--- config.mk ---
export PLATFORM = sky130hd
export DESIGN_NAME = opl2_host_if
export DESIGN_NICKNAME = d
export VERILOG_FILES = /design/src/rtl/opl2_pkg.sv /design/src/rtl/opl2_host_fifo.sv /design/src/rtl/opl2_host_if.sv
export SDC_FILE = /design/constraint.sdc
export NUM_CORES = 1
export LEC_CHECK = 0
export ABC_AREA = 1
export CORE_ASPECT_RATIO = 0.6
export CORE_MARGIN = 10
export CORE_UTILIZATION = 50
export DETAILED_ROUTE_END_ITERATION = 7
export PLACE_DENSITY = 0.78
export SETUP_SLACK_MARGIN = 0.15
export SLEW_MARGIN = 20
export SYNTH_ARGS = -nofsm -noshare
export SYNTH_HDL_FRONTEND = slang
export SYNTH_SLANG_ARGS = --single-unit
--- constraint.sdc ---
create_clock -name clk -period 2.15 [get_ports clk]
set_clock_uncertainty 0.1 [all_clocks]
set_input_delay 0.3225 -clock clk [delete_from_list [all_inputs] [get_ports clk]]
set_output_delay 0.3225 -clock clk [all_outputs]
set_load 0.01 [all_outputs]
--- src/rtl/opl2_pkg.sv ---
`default_nettype none
// ============================================================================
// Module      : opl2_pkg
// Description : Shared OPL2 types and constants used by the host write path.
// Revision    : 1.0 - initial release
// ============================================================================
package opl2_pkg;

    typedef struct packed {
        logic       valid;
        logic [7:0] address;
        logic [7:0] data;
    } opl2_reg_wr_t;

    localparam int HOST_FIFO_DEPTH    = 4;
    localparam int HOST_WR_GAP_CYCLES = 8;

    localparam logic [4:0] OPL2_STATUS_LOW_BITS = 5'b00110;

    typedef enum logic [0:0] {
        IDLE = 1'b0,
        GAP  = 1'b1
    } host_if_state_t;

endpackage
`default_nettype wire

--- src/rtl/opl2_host_fifo.sv ---
`default_nettype none
// ============================================================================
// Module      : opl2_host_fifo
// Description : Synchronous FIFO of pending {address, data} register writes.
// Revision    : 1.0 - initial release
// ============================================================================
module opl2_host_fifo #(
    parameter int DEPTH = 4,
    parameter int WIDTH = 16
) (
    input  logic             clk,
    input  logic             ic_n,
    input  logic             push,
    input  logic             pop,
    input  logic [WIDTH-1:0] din,
    output logic [WIDTH-1:0] dout,
    output logic             full,
    output logic             empty,
    output logic             empty_next
);

    localparam int PTR_W = $clog2(DEPTH);
    localparam int CNT_W = PTR_W + 1;

    logic [WIDTH-1:0] mem_q [DEPTH];
    logic [WIDTH-1:0] mem_d [DEPTH];
    logic [PTR_W-1:0] wr_ptr_q, wr_ptr_d;
    logic [PTR_W-1:0] rd_ptr_q, rd_ptr_d;
    logic [CNT_W-1:0] cnt_q, cnt_d;
    logic             do_push, do_pop;

    assign full    = (cnt_q == CNT_W'(DEPTH));
    assign empty   = (cnt_q == '0);
    assign dout    = mem_q[rd_ptr_q];
    // A push on a full FIFO is legal when the same cycle frees a slot.
    assign do_push = push & (~full | pop);
    assign do_pop  = pop & ~empty;

    always_comb begin
        mem_d    = mem_q;
        wr_ptr_d = wr_ptr_q;
        rd_ptr_d = rd_ptr_q;
        cnt_d    = cnt_q;
        if (do_push) begin
            mem_d[wr_ptr_q] = din;
            wr_ptr_d        = wr_ptr_q + 1'b1;
        end
        if (do_pop) begin
            rd_ptr_d = rd_ptr_q + 1'b1;
        end
        case ({do_push, do_pop})
            2'b10:   cnt_d = cnt_q + CNT_W'(1);
            2'b01:   cnt_d = cnt_q - CNT_W'(1);
            default: cnt_d = cnt_q;
        endcase
    end

    assign empty_next = (cnt_d == '0);

    always_ff @(posedge clk) begin
        if (!ic_n) begin
            for (int i = 0; i < DEPTH; i++) begin
                mem_q[i] <= '0;
            end
            wr_ptr_q <= '0;
            rd_ptr_q <= '0;
            cnt_q    <= '0;
        end else begin
            mem_q    <= mem_d;
            wr_ptr_q <= wr_ptr_d;
            rd_ptr_q <= rd_ptr_d;
            cnt_q    <= cnt_d;
        end
    end

endmodule
`default_nettype wire

--- src/rtl/opl2_host_if.sv ---
`default_nettype none
// ============================================================================
// Module      : opl2_host_if
// Description : OPL2 host port front end: address latch, paced register-write
//               emitter and status read. Define OPL2_HOST_FIFO_EN for a
//               FIFO_DEPTH-entry write buffer; otherwise a single holding
//               register is used.
// Revision    : 1.0 - initial release
// ============================================================================
module opl2_host_if
    import opl2_pkg::*;
#(
    parameter int FIFO_DEPTH    = HOST_FIFO_DEPTH,
    parameter int WR_GAP_CYCLES = HOST_WR_GAP_CYCLES
) (
    input  logic         clk,
    input  logic         ic_n,
    input  logic         host_wr,
    input  logic         host_rd,
    input  logic         host_a0,
    input  logic [7:0]   host_din,
    output logic [7:0]   host_dout,
    input  logic         ft1,
    input  logic         ft2,
    output opl2_reg_wr_t reg_wr,
    output logic         busy,
    output logic         overflow
);

    localparam int              GAP_W    = (WR_GAP_CYCLES > 1) ? $clog2(WR_GAP_CYCLES) : 1;
    localparam logic [GAP_W-1:0] GAP_LOAD = GAP_W'(WR_GAP_CYCLES - 1);

    host_if_state_t   state_q, state_d;
    logic [GAP_W-1:0] gap_cnt_q, gap_cnt_d;
    opl2_reg_wr_t     reg_wr_q, reg_wr_d;
    logic [7:0]       host_dout_q, host_dout_d;
    logic [7:0]       addr_latch_q, addr_latch_d;
    logic             overflow_q, overflow_d;
    logic             busy_q, busy_d;

    logic             wr_addr, wr_data;
    logic             push, pop;
    logic             store_full, store_empty, store_empty_next;
    logic [15:0]      store_din, store_dout;

    assign wr_addr   = host_wr & ~host_a0;
    assign wr_data   = host_wr &  host_a0;
    assign store_din = {addr_latch_q, host_din};
    assign pop       = (state_q == IDLE) & (gap_cnt_q == '0) & ~store_empty;
    assign push      = wr_data & (~store_full | pop);

`ifdef OPL2_HOST_FIFO_EN
    opl2_host_fifo #(
        .DEPTH (FIFO_DEPTH),
        .WIDTH (16)
    ) u_fifo (
        .clk        (clk),
        .ic_n       (ic_n),
        .push       (push),
        .pop        (pop),
        .din        (store_din),
        .dout       (store_dout),
        .full       (store_full),
        .empty      (store_empty),
        .empty_next (store_empty_next)
    );
`else
    logic        hold_valid_q, hold_valid_d;
    logic [15:0] hold_data_q, hold_data_d;

    // FIFO_DEPTH has no effect on the single holding register.
    if (FIFO_DEPTH < 1) begin : g_depth_ignored
    end

    always_comb begin
        hold_valid_d = hold_valid_q;
        hold_data_d  = hold_data_q;
        if (pop) begin
            hold_valid_d = 1'b0;
        end
        if (push) begin
            hold_valid_d = 1'b1;
            hold_data_d  = store_din;
        end
    end

    always_ff @(posedge clk) begin
        if (!ic_n) begin
            hold_valid_q <= 1'b0;
            hold_data_q  <= '0;
        end else begin
            hold_valid_q <= hold_valid_d;
            hold_data_q  <= hold_data_d;
        end
    end

    assign store_full       = hold_valid_q;
    assign store_empty      = ~hold_valid_q;
    assign store_empty_next = ~hold_valid_d;
    assign store_dout       = hold_data_q;
`endif

    always_comb begin
        state_d      = state_q;
        gap_cnt_d    = gap_cnt_q;
        reg_wr_d     = '0;
        host_dout_d  = host_dout_q;
        addr_latch_d = addr_latch_q;
        overflow_d   = overflow_q | (wr_data & store_full & ~pop);

        if (wr_addr) begin
            addr_latch_d = host_din;
        end

        if (host_rd) begin
            host_dout_d = host_a0 ? 8'hFF : {ft1 | ft2, ft1, ft2, OPL2_STATUS_LOW_BITS};
        end

        if (pop) begin
            reg_wr_d  = {1'b1, store_dout};
            gap_cnt_d = GAP_LOAD;
            state_d   = (WR_GAP_CYCLES > 1) ? GAP : IDLE;
        end else if (state_q == GAP) begin
            // Counter reaches zero on the same edge the emitter re-enters IDLE.
            if (gap_cnt_q <= GAP_W'(1)) begin
                gap_cnt_d = '0;
                state_d   = IDLE;
            end else begin
                gap_cnt_d = gap_cnt_q - GAP_W'(1);
            end
        end

        busy_d = ~store_empty_next | (state_d == GAP);
    end

    always_ff @(posedge clk) begin
        if (!ic_n) begin
            state_q      <= IDLE;
            gap_cnt_q    <= '0;
            reg_wr_q     <= '0;
            host_dout_q  <= 8'h00;
            addr_latch_q <= 8'h00;
            overflow_q   <= 1'b0;
            busy_q       <= 1'b0;
        end else begin
            state_q      <= state_d;
            gap_cnt_q    <= gap_cnt_d;
            reg_wr_q     <= reg_wr_d;
            host_dout_q  <= host_dout_d;
            addr_latch_q <= addr_latch_d;
            overflow_q   <= overflow_d;
            busy_q       <= busy_d;
        end
    end

    assign reg_wr    = reg_wr_q;
    assign host_dout = host_dout_q;
    assign busy      = busy_q;
    assign overflow  = overflow_q;

endmodule
`default_nettype wire

* Word level (Yosys, flattened, before mapping)
Index checks and enable logic that the tools add are counted.
** Operators by class
- Bitwise logic cells :: 15
- Order comparisons :: 1
- $add $sub $neg :: 1
- Reductions and logical operators :: 3
- Mux-type cells :: 10
** Operators by type and width (count)
- $mux W17 :: 1
- $mux W3 :: 3
- $mux W8 :: 1
- $and A1 B1 Y1 :: 7
- $mux W1 :: 5
- $not A1 Y1 :: 4
- $or A1 B1 Y1 :: 4
- $le A3 B1 Y1 const B :: 1
- $logic_not A3 Y1 :: 1
- $sub A3 B1 Y3 const B :: 1
- $reduce_and A2 Y1 :: 1
- $reduce_bool A2 Y1 :: 1
** Storage, ports and cells
- Register bits :: 56
- Output and inout port bits :: 27

* Depth between registers and ports, before layout
Gate-level depths: netlist (run 1).
- Depth after elaboration :: 7
- Gate-level depth with buffers :: 9

* Worst setup path after synthesis (run 1)
OpenSTA, ideal clock, no wires.
- Kind :: reg2reg
- Start point :: reg gap_cnt_q[0]
- End point :: reg state_q
- Setup time :: 0.115 ns
- Stages on the path, launching flop included :: 9
- Clock period less this slack :: 1.513 ns
- Buffers on the path :: 1
- Required time :: 1.935 ns
- Path slack :: 0.637 ns
- Arrival :: 1.298 ns
- Cells stage by stage :: dfxtp_1 inv_1 ha_1 ha_1 nand3_4 nor2_4 inv_2 buf_6 nand2_1
** On the way
- Word-level cells in the longest chain between the ends :: 4
- Elaborated cells between the ends (all ways) :: 7
- Those cells by class :: 1 x order compare; 3 x mux; 2 x bitwise; 1 x reduce/logical
** Ends and longest elaborated chain
- start: declaration :: line opl2_host_if.sv:34 : logic [GAP_W-1:0] gap_cnt_q, gap_cnt_d;
- start signal: assignment :: line opl2_host_if.sv:147 : gap_cnt_q <= gap_cnt_d;
- $le A3 B1 Y1 / $logic_not A3 Y1 (equally long branches) :: line opl2_host_if.sv:125, opl2_host_if.sv:49
- $mux W1 / $and A1 B1 Y1 (equally long branches) :: line opl2_host_if.sv:125, opl2_host_if.sv:49
- $mux W1 / $and A1 B1 Y1 (equally long branches) :: line opl2_host_if.sv:123, opl2_host_if.sv:49
- $mux W1 * :: line opl2_host_if.sv:119 : if (pop) begin
- end signal: assignment :: line opl2_host_if.sv:146 : state_q <= state_d;
- end: declaration :: line opl2_host_if.sv:33 : host_if_state_t state_q, state_d;
Every way passes the cells marked *; elsewhere a longest branch is shown, timed or not.
A chain may end at the register's enable or synchronous reset.

* Final worst setup path (run 1)
- Start point :: reg gap_cnt_q[1]
- End point :: reg hold_data_q[5]
** On the way
- Word-level cells in the longest chain between the ends :: 5
** Ends and longest elaborated chain
- $logic_not A3 Y1 :: line opl2_host_if.sv:49 : assign pop = (state_q == IDLE) & (gap_cnt_q == '0) & ~store_empty;
- $and A1 B1 Y1 (2 in a row) :: line opl2_host_if.sv:49
- $or A1 B1 Y1 :: line opl2_host_if.sv:50 : assign push = wr_data & (~store_full | pop);
- $and A1 B1 Y1 :: line opl2_host_if.sv:50
- end signal: assignment :: line opl2_host_if.sv:93 : hold_data_q <= hold_data_d;
- end: declaration :: line opl2_host_if.sv:69 : logic [15:0] hold_data_q, hold_data_d;
No other way between the ends.

==> summary.md, run 1 <==
| Metric | Value |
|---|---|
| FF-to-FF path depth | 7 |
| Setup_tns | 0 ns |
| Initial Util | 53.31% |
| Final core occ | 66.13% |
| H-tree lvl count | 2 |
| Max incr delay on CP | 0.39 ns |
| Post-synthesis mux area share | 0% |
| Wirelength per Cell | 13.05 um |
| Antenna violations before repair | 0 |
| Sequential share of the synthesized area | 52.87% |
| Period utilisation layout | 81.07% |
| 1st-iter DRT viols | 134 |
| Clock Latency Late Sink | 0.30 ns |
| Cell Area, Placed | 2404 um2 |
| Synth top cells by count | 53 x dfxtp_1, 42 x nor2_1, 35 x inv_1 |
| Delay-heaviest family, CP | adder cells |
| Die height | 69.08 um |
| Leakage | 1.027 nW |
| Number of synthesized register bits | 53 |
| Area contributors post-synth | dfxtp_1 53%, nor2_1 7.9%, inv_1 6.5% |
| Mapped Avg Cell Area | 8.192 um2 |
| Cell taking the most area after synthesis | dfxtp_1 |
| RSZ-0062 raised after global routing | false |
| CORE AREA | 3765 um2 |
| Synthesis-to-layout area growth | 24.06% |
| TritonRoute pass-1 iters | 4 |
| Fin. Hold Viols | 0 |
| Count of input and output buffers | 41 |
| CTS root buf | clkbuf_8 |
| Slew Viols, Final | 0 |
| Worst vdd ir | 0.4598 mV |
| Worst-Margin Slew | 0.4678 ns |
| Multi-input logic area | 723.2 um2 |
| Std-Cell Rows | 17 |
| CTS tree | done |
| WP depth | 7 |
| NetSw | 0.0004812 W |
| Status | complete, no violations |
| First-pass GRT wire length | 7.017 mm |
| Vias in the first global route | 1,461 |
| Die X | 101.8 um |
| Max FO, Critical Path | 16 |
| Die area | 7031 um2 |
| Global route overflow | 0 |
| Clock transition at path regs | 0.08 ns |
| Cell area after synthesis | 2007 um2 |
| Detail Route Antenna Nets | 0 |
| Tmin final | 1.743 ns |
| Largest family of logic cells by synthesized area | simple AND/OR/NAND/NOR gates |
| Int Power | 0.001409 W |
| Register area | 1061 um2 |
| CP cell instances | inv_1 -> ha_1 -> ha_1 -> nand2_4 -> a21oi_4 -> nor2_1 -> nor2_1 |
| Critical path arrival | 1.88 ns |
| Post-CTS Setup Bufs | 0 |
| Post-Synth Simple-Gate Area | 26.31% |
| Clock Power Share | 29.1% |
| Fillers | 328 |
| Combinational share of power | 14.7% |
| Power, Total | 0.001890 W |
| Syn Nets | 263 |
| Post-synth EDFFs | 0 |
| Maximum number of pins on one net before global-route repair | 31 |
| Post_cts resized | 0 |
| I/O pins | 42 |
| Residual DRC | 0 |
| Adder-cell share of the synthesized area | 1.870% |
| Worst Path Class, Setup | register to register |
| Switching portion of total power | 25.46% |
| Share of post-route cells with drive strength above 1 | 8.834% |
| HPWL reported at the end of detailed placement | 3.173 mm |
| Hold WS | 0.3320 ns |
| Unique masters post-synth | 22 |
| Antenna cells | 0 |
| Synth async-reset ratio | 0% |
| Post-CTS Hold Fix Bufs | 0 |
| Hold WC Path Type | register to register |
| Setup violations, final | 0 |
| Main synth FF type | dfxtp_1 |
| Worst setup EP type | register |
| Worst hold path depth | 2 |
| Critical Path RT | 2.29 ns |
| Sink Count | 53 |
| F_max | 0.5737 GHz |
| Max-Cap Viols | 0 |
| Pwr/cell area | 759.0 nW/um2 |
| Routability-driven placement congestion ratio | 0.7679 |
| Nets@finish | 301 |
| Yosys top cell area share | 52.87% |
| Routed vias | 1,581 |
| Vias per cell | 4.791 |
| Cell count after synthesis | 245 |
| Sequential fraction of design power | 56.2% |
| Critical Path Start Type | register |
| Post-route design area | 2490 um2 |
| Synthesis warning total | 0 |
| Bufs and invs on worst path | 1 |
| Max Buffers Root-to-Sink | 2 |
| CP max stage cell | a21oi_4 |
| GR Util All Layers | 12.33% |
| Slew HR | 68.74% |
| XOR/XNOR Fraction of Synth Area | 0% |
| Most frequent cell after synthesis | dfxtp_1 |
| Total CTS buffers | 5 |
| Detailed Route WL | 4.307 mm |
| Compound-gate portion of the synthesized area | 7.855% |
per-stage QoR:
stage,instances,worst slack [ns]
final,330,0.4070
after floorplan,245,0.6372
after global routing,330,0.2519
after CTS,330,0.3899
after detailed placement,323,0.3340
after global placement,323,0.4057
per-layer routing:
layer	vias to the layer above	track usage (%)	routed length (um)
met5	-	0	0
met1	689	15.97	1905
met2	65	17.63	1841
met3	4	5.655	531
li1	823	-	-
met4	0	3.756	29
power by group through the flow:
stage | registers [W] | clock network [W] | logic (W)
after global placement | 0.00108 | 0 | 0.000269
after floorplan | 0.00109 | 0 | 0.000182
after CTS | 0.00106 | 0.000572 | 0.000278
final | 0.00106 | 0.000550 | 0.000278
after detailed placement | 0.00108 | 0 | 0.000276
after global routing | 0.00107 | 0.000608 | 0.000313
flip-flops by register name, indices dropped and copies added, names as in the netlist:
name / cells
hold_valid_q: 1
addr_latch_q: 8
host_dout: 5
hold_data_q: 16
busy: 1
state_q: 1
overflow: 1
reg_wr: 17
gap_cnt_q: 3
worst register-to-register path: stages (launching register included):
cell,delay [ns]
dfxtp_1,0.33
inv_1,0.13
ha_1,0.17
ha_1,0.25
nand2_4,0.11
a21oi_4,0.39
nor2_1,0.08
nor2_1,0.12
final cells by class:
class                      count  area share [%]
tap                           47           2.362
sequential                    53           42.61
clock buffer                   7           3.467
multi-input combinational    143           29.05
timing repair buffer          42           16.78
inverter                      38           5.729
kinds of logic after synthesis:
family | count (synthesis)
flip-flops | 53
AO/OA/AOI/OAI | 29
adder cells (fa/ha/maj) | 3
buffers and inverters | 49
AND/OR/NAND/NOR | 111
placed cells by master, fill, tap and decap left out:
master	n
o21ai_0	14
clkbuf_8	6
nand4_1	3
nor2_4	1
nand2_4	2
or2_2	1
clkbuf_1	1
nor2_1	42
inv_2	3
nor2_2	9
dfxtp_1	53
a31oi_1	1
a21oi_4	1
ha_1	3
inv_1	35
nand3_4	1
nand2_1	34
nand3_1	10
buf_4	1
clkdlybuf4s50_1	41
a21oi_1	13
nand3b_1	8
path summary, 6_finish.rpt:
kind,startpoint,endpoint,slack [ns]
hold reg to reg,hold_data_q[1],reg_wr[1],0.33
hold / removal,hold_data_q[1],reg_wr[1],0.33
setup reg to reg,gap_cnt_q[1],hold_data_q[5],0.41
setup / recovery,gap_cnt_q[1],hold_data_q[5],0.41
No activity file was read; power rests on OpenSTA's default activity.
==> inputs of run 2 (changes only) <==
==> constraint.sdc (replaced) <==
create_clock -name clk -period 1.7 [get_ports clk]
set_clock_uncertainty 0.1 [all_clocks]
set_input_delay 0.255 -clock clk [delete_from_list [all_inputs] [get_ports clk]]
set_output_delay 0.255 -clock clk [all_outputs]
set_load 0.01 [all_outputs]
==> summary.md, run 2 (synthesized netlist as in run 1, its figures left out) <==
| Metric | Value |
|---|---|
| Status | complete, no violations |
| Max Buffers Root-to-Sink | 2 |
| Global route overflow | 0 |
| CTS root buf | clkbuf_8 |
| F_max | 0.6633 GHz |
| Critical path arrival | 1.15 ns |
| TritonRoute pass-1 iters | 6 |
| Worst setup EP type | primary output |
| Detail Route Antenna Nets | 0 |
| Die area | 7031 um2 |
| Worst-Margin Slew | 0.4015 ns |
| Max FFs per register | 17 |
| HPWL reported at the end of detailed placement | 2.961 mm |
| Detailed Route WL | 4.427 mm |
| Hold WC Path Type | register to register |
| Share of post-route cells with drive strength above 1 | 14.29% |
| CORE AREA | 3765 um2 |
| CP cell instances | clkdlybuf4s50_1 |
| Routability-driven placement congestion ratio | 0.7419 |
| GR Util All Layers | 12.33% |
| Setup violations, final | 0 |
| Vias per cell | 4.848 |
| Die height | 69.08 um |
| Routed vias | 1,653 |
| Antenna violations before repair | 0 |
| Max incr delay on CP | 0.53 ns |
| Antenna cells | 0 |
| Total CTS buffers | 5 |
| Die X | 101.8 um |
| NetSw | 0.0006717 W |
| First-pass GRT wire length | 7.031 mm |
| Sequential fraction of design power | 51.2% |
| Max FO, Critical Path | 1 |
| CP max stage cell | clkdlybuf4s50_1 |
| Period utilisation layout | 88.68% |
| Nets@finish | 312 |
| Count of input and output buffers | 41 |
| Slew Viols, Final | 0 |
| Leakage | 1.328 nW |
| Int Power | 0.001955 W |
| Worst vdd ir | 0.4812 mV |
| I/O pins | 42 |
| Bufs and invs on worst path | 1 |
| Sink Count | 53 |
| Switching portion of total power | 25.57% |
| Max-Cap Viols | 0 |
| Leading cell type in the layout, fill and taps excluded | dfxtp_1 |
| Vias in the first global route | 1,510 |
| Hold WS | 0.3390 ns |
| Synthesis-to-layout area growth | 35.41% |
| Clock Latency Late Sink | 0.31 ns |
| 1st-iter DRT viols | 95 |
| Wirelength per Cell | 12.98 um |
| Slew HR | 73.20% |
| Worst setup margin | 0.1924 ns |
| Most frequent cells in the layout | 52 x dfxtp_1, 42 x nor2_1, 34 x nand2_1 |
| H-tree lvl count | 2 |
| Initial Util | 53.31% |
| Setup_tns | 0 ns |
| Critical Path Start Type | register |
| Post-CTS Hold Fix Bufs | 0 |
| Maximum number of pins on one net before global-route repair | 31 |
| Residual DRC | 0 |
| Clock transition at path regs | 0.09 ns |
| Clock Power Share | 31.7% |
| Setup WS pre-CTS | 0.09029 ns |
| Tmin final | 1.508 ns |
| Worst Path Class, Setup | register to primary output |
| Fin. Hold Viols | 0 |
| CTS tree | done |
| RSZ-0062 raised after global routing | true |
| Combinational share of power | 17.2% |
| Critical Path RT | 1.34 ns |
| Std-Cell Rows | 17 |
| Pwr/cell area | 966.4 nW/um2 |
| Delay-heaviest family, CP | buffers and inverters |
-- run 2: cell count changes in the layout (fill, tap and decap cells not counted), sizes merged --
cell | before | now
buf | 1 | 11
clkinv | 0 | 1
clkbuf | 7 | 6
dlymetal6s2s | 0 | 10
clkdlybuf4s50 | 41 | 22
bufinv | 0 | 1
dlygate4sd2 | 0 | 9
-- run 2: through the flow --
| step | power, W | instance area (um2) | utilization [%] | std cells |
|---|---|---|---|---|
| global placement | 0.001730 | 2486 | 66.04 | 329 |
| detailed placement | 0.001738 | 2486 | 66.04 | 329 |
| finish | 0.002626 | 2718 | 72.18 | 341 |
| CTS | 0.002567 | 2595 | 68.93 | 336 |
| global route | 0.002743 | 2718 | 72.18 | 341 |
| floorplan | 0.001603 | 2007 | - | 245 |
-- run 2: per-layer routing --
layer	track usage [%]	up-vias	part of all wire, %
met4	4.695	0	1.6
li1	-	851	-
met1	15.65	733	46
met2	17.78	59	42
met3	5.456	10	10
met5	0	-	0
-- run 2: path summary, 6_finish.rpt --
check	startpoint	end	slack [ns]	cells past startpoint
setup / recovery	reg_wr[16]	reg_wr[16]	0.19	1
hold / removal	hold_data_q[3]	reg_wr[3]	0.34	2
setup reg to reg	gap_cnt_q[0]	hold_data_q[2]	0.19	8
hold reg to reg	hold_data_q[3]	reg_wr[3]	0.34	2
-- run 2: timing repair --
action | 4_1_cts | 5_1_grt
setup buffers | 0 | 4
pin swaps | 0 | 5
endpoints found under the setup margin | 43 | 39
gates cloned | 0 | 1
gates resized for setup | 13 | 16
-- run 2: power groups by stage --
| stage | combinational [W] | sequential [W] | clock, W |
|---|---|---|---|
| after floorplan | 0.000230 | 0.00137 | 0 |
| after detailed placement | 0.000366 | 0.00137 | 0 |
| after CTS | 0.000379 | 0.00134 | 0.000845 |
| after global routing | 0.000498 | 0.00135 | 0.000891 |
| final | 0.000451 | 0.00134 | 0.000832 |
| after global placement | 0.000361 | 0.00137 | 0 |
-- run 2: layout make-up --
class                           instances  area (um2)
Inverter                               38       145.1
Sequential cell                        53        1062
Tap cell                               47       58.81
Clock inverter                          2       35.03
Timing Repair Buffer                   53       581.8
Multi-Input combinational cell        143       765.7
Fill cell                             297        1047
Clock buffer                            5       68.82
==> inputs of run 3 (changes only) <==
--- a/config.mk
+++ b/config.mk
@@ -8,9 +8,9 @@
 export ABC_AREA = 1
 export CORE_ASPECT_RATIO = 0.6
 export CORE_MARGIN = 10
-export CORE_UTILIZATION = 50
+export CORE_UTILIZATION = 45
 export DETAILED_ROUTE_END_ITERATION = 7
-export PLACE_DENSITY = 0.78
+export PLACE_DENSITY = 0.75
 export SETUP_SLACK_MARGIN = 0.15
 export SLEW_MARGIN = 20
 export SYNTH_ARGS = -nofsm -noshare
==> constraint.sdc (replaced) <==
create_clock -name clk -period 1.3 [get_ports clk]
set_clock_uncertainty 0.1 [all_clocks]
set_input_delay 0.195 -clock clk [delete_from_list [all_inputs] [get_ports clk]]
set_output_delay 0.195 -clock clk [all_outputs]
set_load 0.01 [all_outputs]
==> summary.md, run 3 (synthesized netlist as in run 1, its figures left out) <==
| Metric | Value |
|---|---|
| Status | finished with violations |
| Violations in the final reports | setup timing |
| Residual DRC | 0 |
| FF-to-FF path depth | 8 |
| Most frequent cells in the layout | 41 x dfxtp_1, 36 x nor2_1, 32 x inv_1, 32 x nand2_1, 25 x buf_2 |
| Synthesis-to-layout area growth | 39.46% |
| Setup WS pre-CTS | -0.2257 ns |
| Initial Util | 47.65% |
| RR Startpoint | gap_cnt_q[0] |
| Post-CTS Hold Fix Bufs | 0 |
| Pwr/cell area | 1210 nW/um2 |
| Count of input and output buffers | 41 |
| Total CTS buffers | 5 |
| Reg2reg end | reg_wr[4] |
| Critical Path Start Type | register |
| Slew Viols, Final | 0 |
| Share of post-route cells with drive strength above 1 | 35.97% |
| Tmin final | 1.417 ns |
| Max Buffers Root-to-Sink | 2 |
| Routed vias | 1,666 |
| Worst setup margin | -0.1174 ns |
| Setup_tns | -3.329 ns |
| HPWL reported at the end of detailed placement | 3.271 mm |
| Register-to-register setup slack | -0.12 ns |
| TritonRoute pass-1 iters | 4 |
| CORE AREA | 4212 um2 |
| RSZ-0062 raised after global routing | true |
| Die X | 106.2 um |
| Maximum number of pins on one net before global-route repair | 19 |
| Critical Path RT | 1.45 ns |
| I/O pins | 42 |
| Worst-Margin Slew | 0.3011 ns |
| Leading cell type in the layout, fill and taps excluded | dfxtp_1 |
| Nets@finish | 320 |
| Combinational share of power | 18.5% |
| Wirelength per Cell | 12.98 um |
| Die area | 7619 um2 |
| Detailed Route WL | 4.712 mm |
| Global route overflow | 0 |
| Antenna violations before repair | 0 |
| Std-Cell Rows | 18 |
| Max FFs per register | 17 |
| Fin. Hold Viols | 0 |
| Crit path from | gap_cnt_q[0] |
| Clock Power Share | 29.7% |
| Int Power | 0.002476 W |
| Routability-driven placement congestion ratio | 0.8048 |
| Vias per cell | 4.590 |
| Die height | 71.73 um |
| Worst setup EP type | register |
| GR Util All Layers | 11.79% |
| Vias in the first global route | 1,635 |
| H-tree lvl count | 2 |
| Worst Path Class, Setup | register to register |
| CTS root buf | clkbuf_8 |
| Period utilisation layout | 109.0% |
| Max FO, Critical Path | 8 |
| First-pass GRT wire length | 7.507 mm |
| Slew HR | 79.89% |
| Sequential fraction of design power | 51.8% |
| CP endpoint | reg_wr[4] |
| 1st-iter DRT viols | 119 |
| Clock transition at path regs | 0.09 ns |
| CTS tree | done |
| Sink Count | 53 |
| Critical path arrival | 1.57 ns |
| Hold WC Path Type | register to register |
| Clock Latency Late Sink | 0.30 ns |
| Leakage | 1.230 nW |
| Detail Route Antenna Nets | 0 |
| Max-Cap Viols | 0 |
| Switching portion of total power | 26.87% |
| Worst vdd ir | 0.7028 mV |
| Setup violations, final | 39 |
| F_max | 0.7055 GHz |
| Antenna cells | 0 |
| NetSw | 0.0009096 W |
[run 3: cell count changes in the layout (fill, tap and decap cells not counted), moves of 6 or more]
cell and change:
buf_2 +25, buf_4 +6, clkdlybuf4s50_1 -8, dfxtp_1 -11, dfxtp_2 +11, dlygate4sd2_1 -9
dlymetal6s2s_1 -10, nor2_1 -6, nor2_2 -8, nor2_4 +14, o21ai_0 -11, o21ai_2 +6
[run 3: power groups by stage]
| stage | logic [W] | registers [W] | clock network, W |
|---|---|---|---|
| after floorplan | 0.000324 | 0.00180 | 0 |
| after global placement | 0.000539 | 0.00179 | 0 |
| after detailed placement | 0.000553 | 0.00179 | 0 |
| after CTS | 0.000556 | 0.00175 | 0.00102 |
| after global routing | 0.000689 | 0.00177 | 0.00110 |
| final | 0.000625 | 0.00175 | 0.00101 |
[run 3: layout make-up]
class,count,area (um2)
sequential,53,1076
clock buffer,7,96.34
inverter,38,145.1
multi-input combinational,143,900.9
tap,60,75.07
clock inverter,1,5.005
fill,357,1413
timing repair buffer,61,500.5
[run 3: repair_timing]
action	CTS	global route
resized for setup	113	52
pin swaps	7	1
gates cloned	0	1
buffers inserted	0	3
endpoints found under the setup margin	73	65
[run 3: how the worst min path moves through the flow]
| stage | startpoint | end | slack, ns | depth (start not counted) |
|---|---|---|---|---|
| finish | hold_data_q[4] | reg_wr[4] | 0.35 | 2 |
| global route | hold_data_q[9] | reg_wr[9] | 0.36 | 2 |
| CTS | hold_data_q[0] | reg_wr[0] | 0.33 | 2 |
| detailed placement | hold_data_q[0] | reg_wr[0] | 0.31 | 2 |
| global placement | hold_data_q[15] | reg_wr[15] | 0.32 | 2 |
| floorplan | host_rd | host_dout[2] | 0.21 | 2 |
[run 3: stage by stage]
| step | instance area [um2] | cells | util [%] | total power (W) | hold slack, ns |
|---|---|---|---|---|---|
| after floorplan | 2039 | 245 | - | 0.002121 | 0.2108 |
| after global placement | 2611 | 351 | 62.00 | 0.002324 | 0.3167 |
| after detailed placement | 2611 | 351 | 62.00 | 0.002343 | 0.3134 |
| after CTS | 2716 | 359 | 64.50 | 0.003331 | 0.3276 |
| after global routing | 2799 | 363 | 66.46 | 0.003558 | 0.3639 |
| final | 2799 | 363 | 66.46 | 0.003385 | 0.3491 |
[run 3: critical path: stages (launching register included)]
cell,delay [ns]
dfxtp_2,0.33
inv_2,0.07
ha_4,0.13
ha_4,0.16
nand3_4,0.09
nor2_4,0.13
inv_4,0.07
clkbuf_16,0.18
nor2_1,0.08
[run 3: layer usage]
layer / global-route usage (%) / vias up / share of wire, % / wire length (um)
met1: 14.52 / 751 / 48 / 2249
met5: 0 / - / 0 / 0
met4: 3.886 / 0 / 1.7 / 78
met3: 5.089 / 7 / 7.1 / 336
li1: - / 862 / - / -
met2: 18.17 / 46 / 43 / 2048
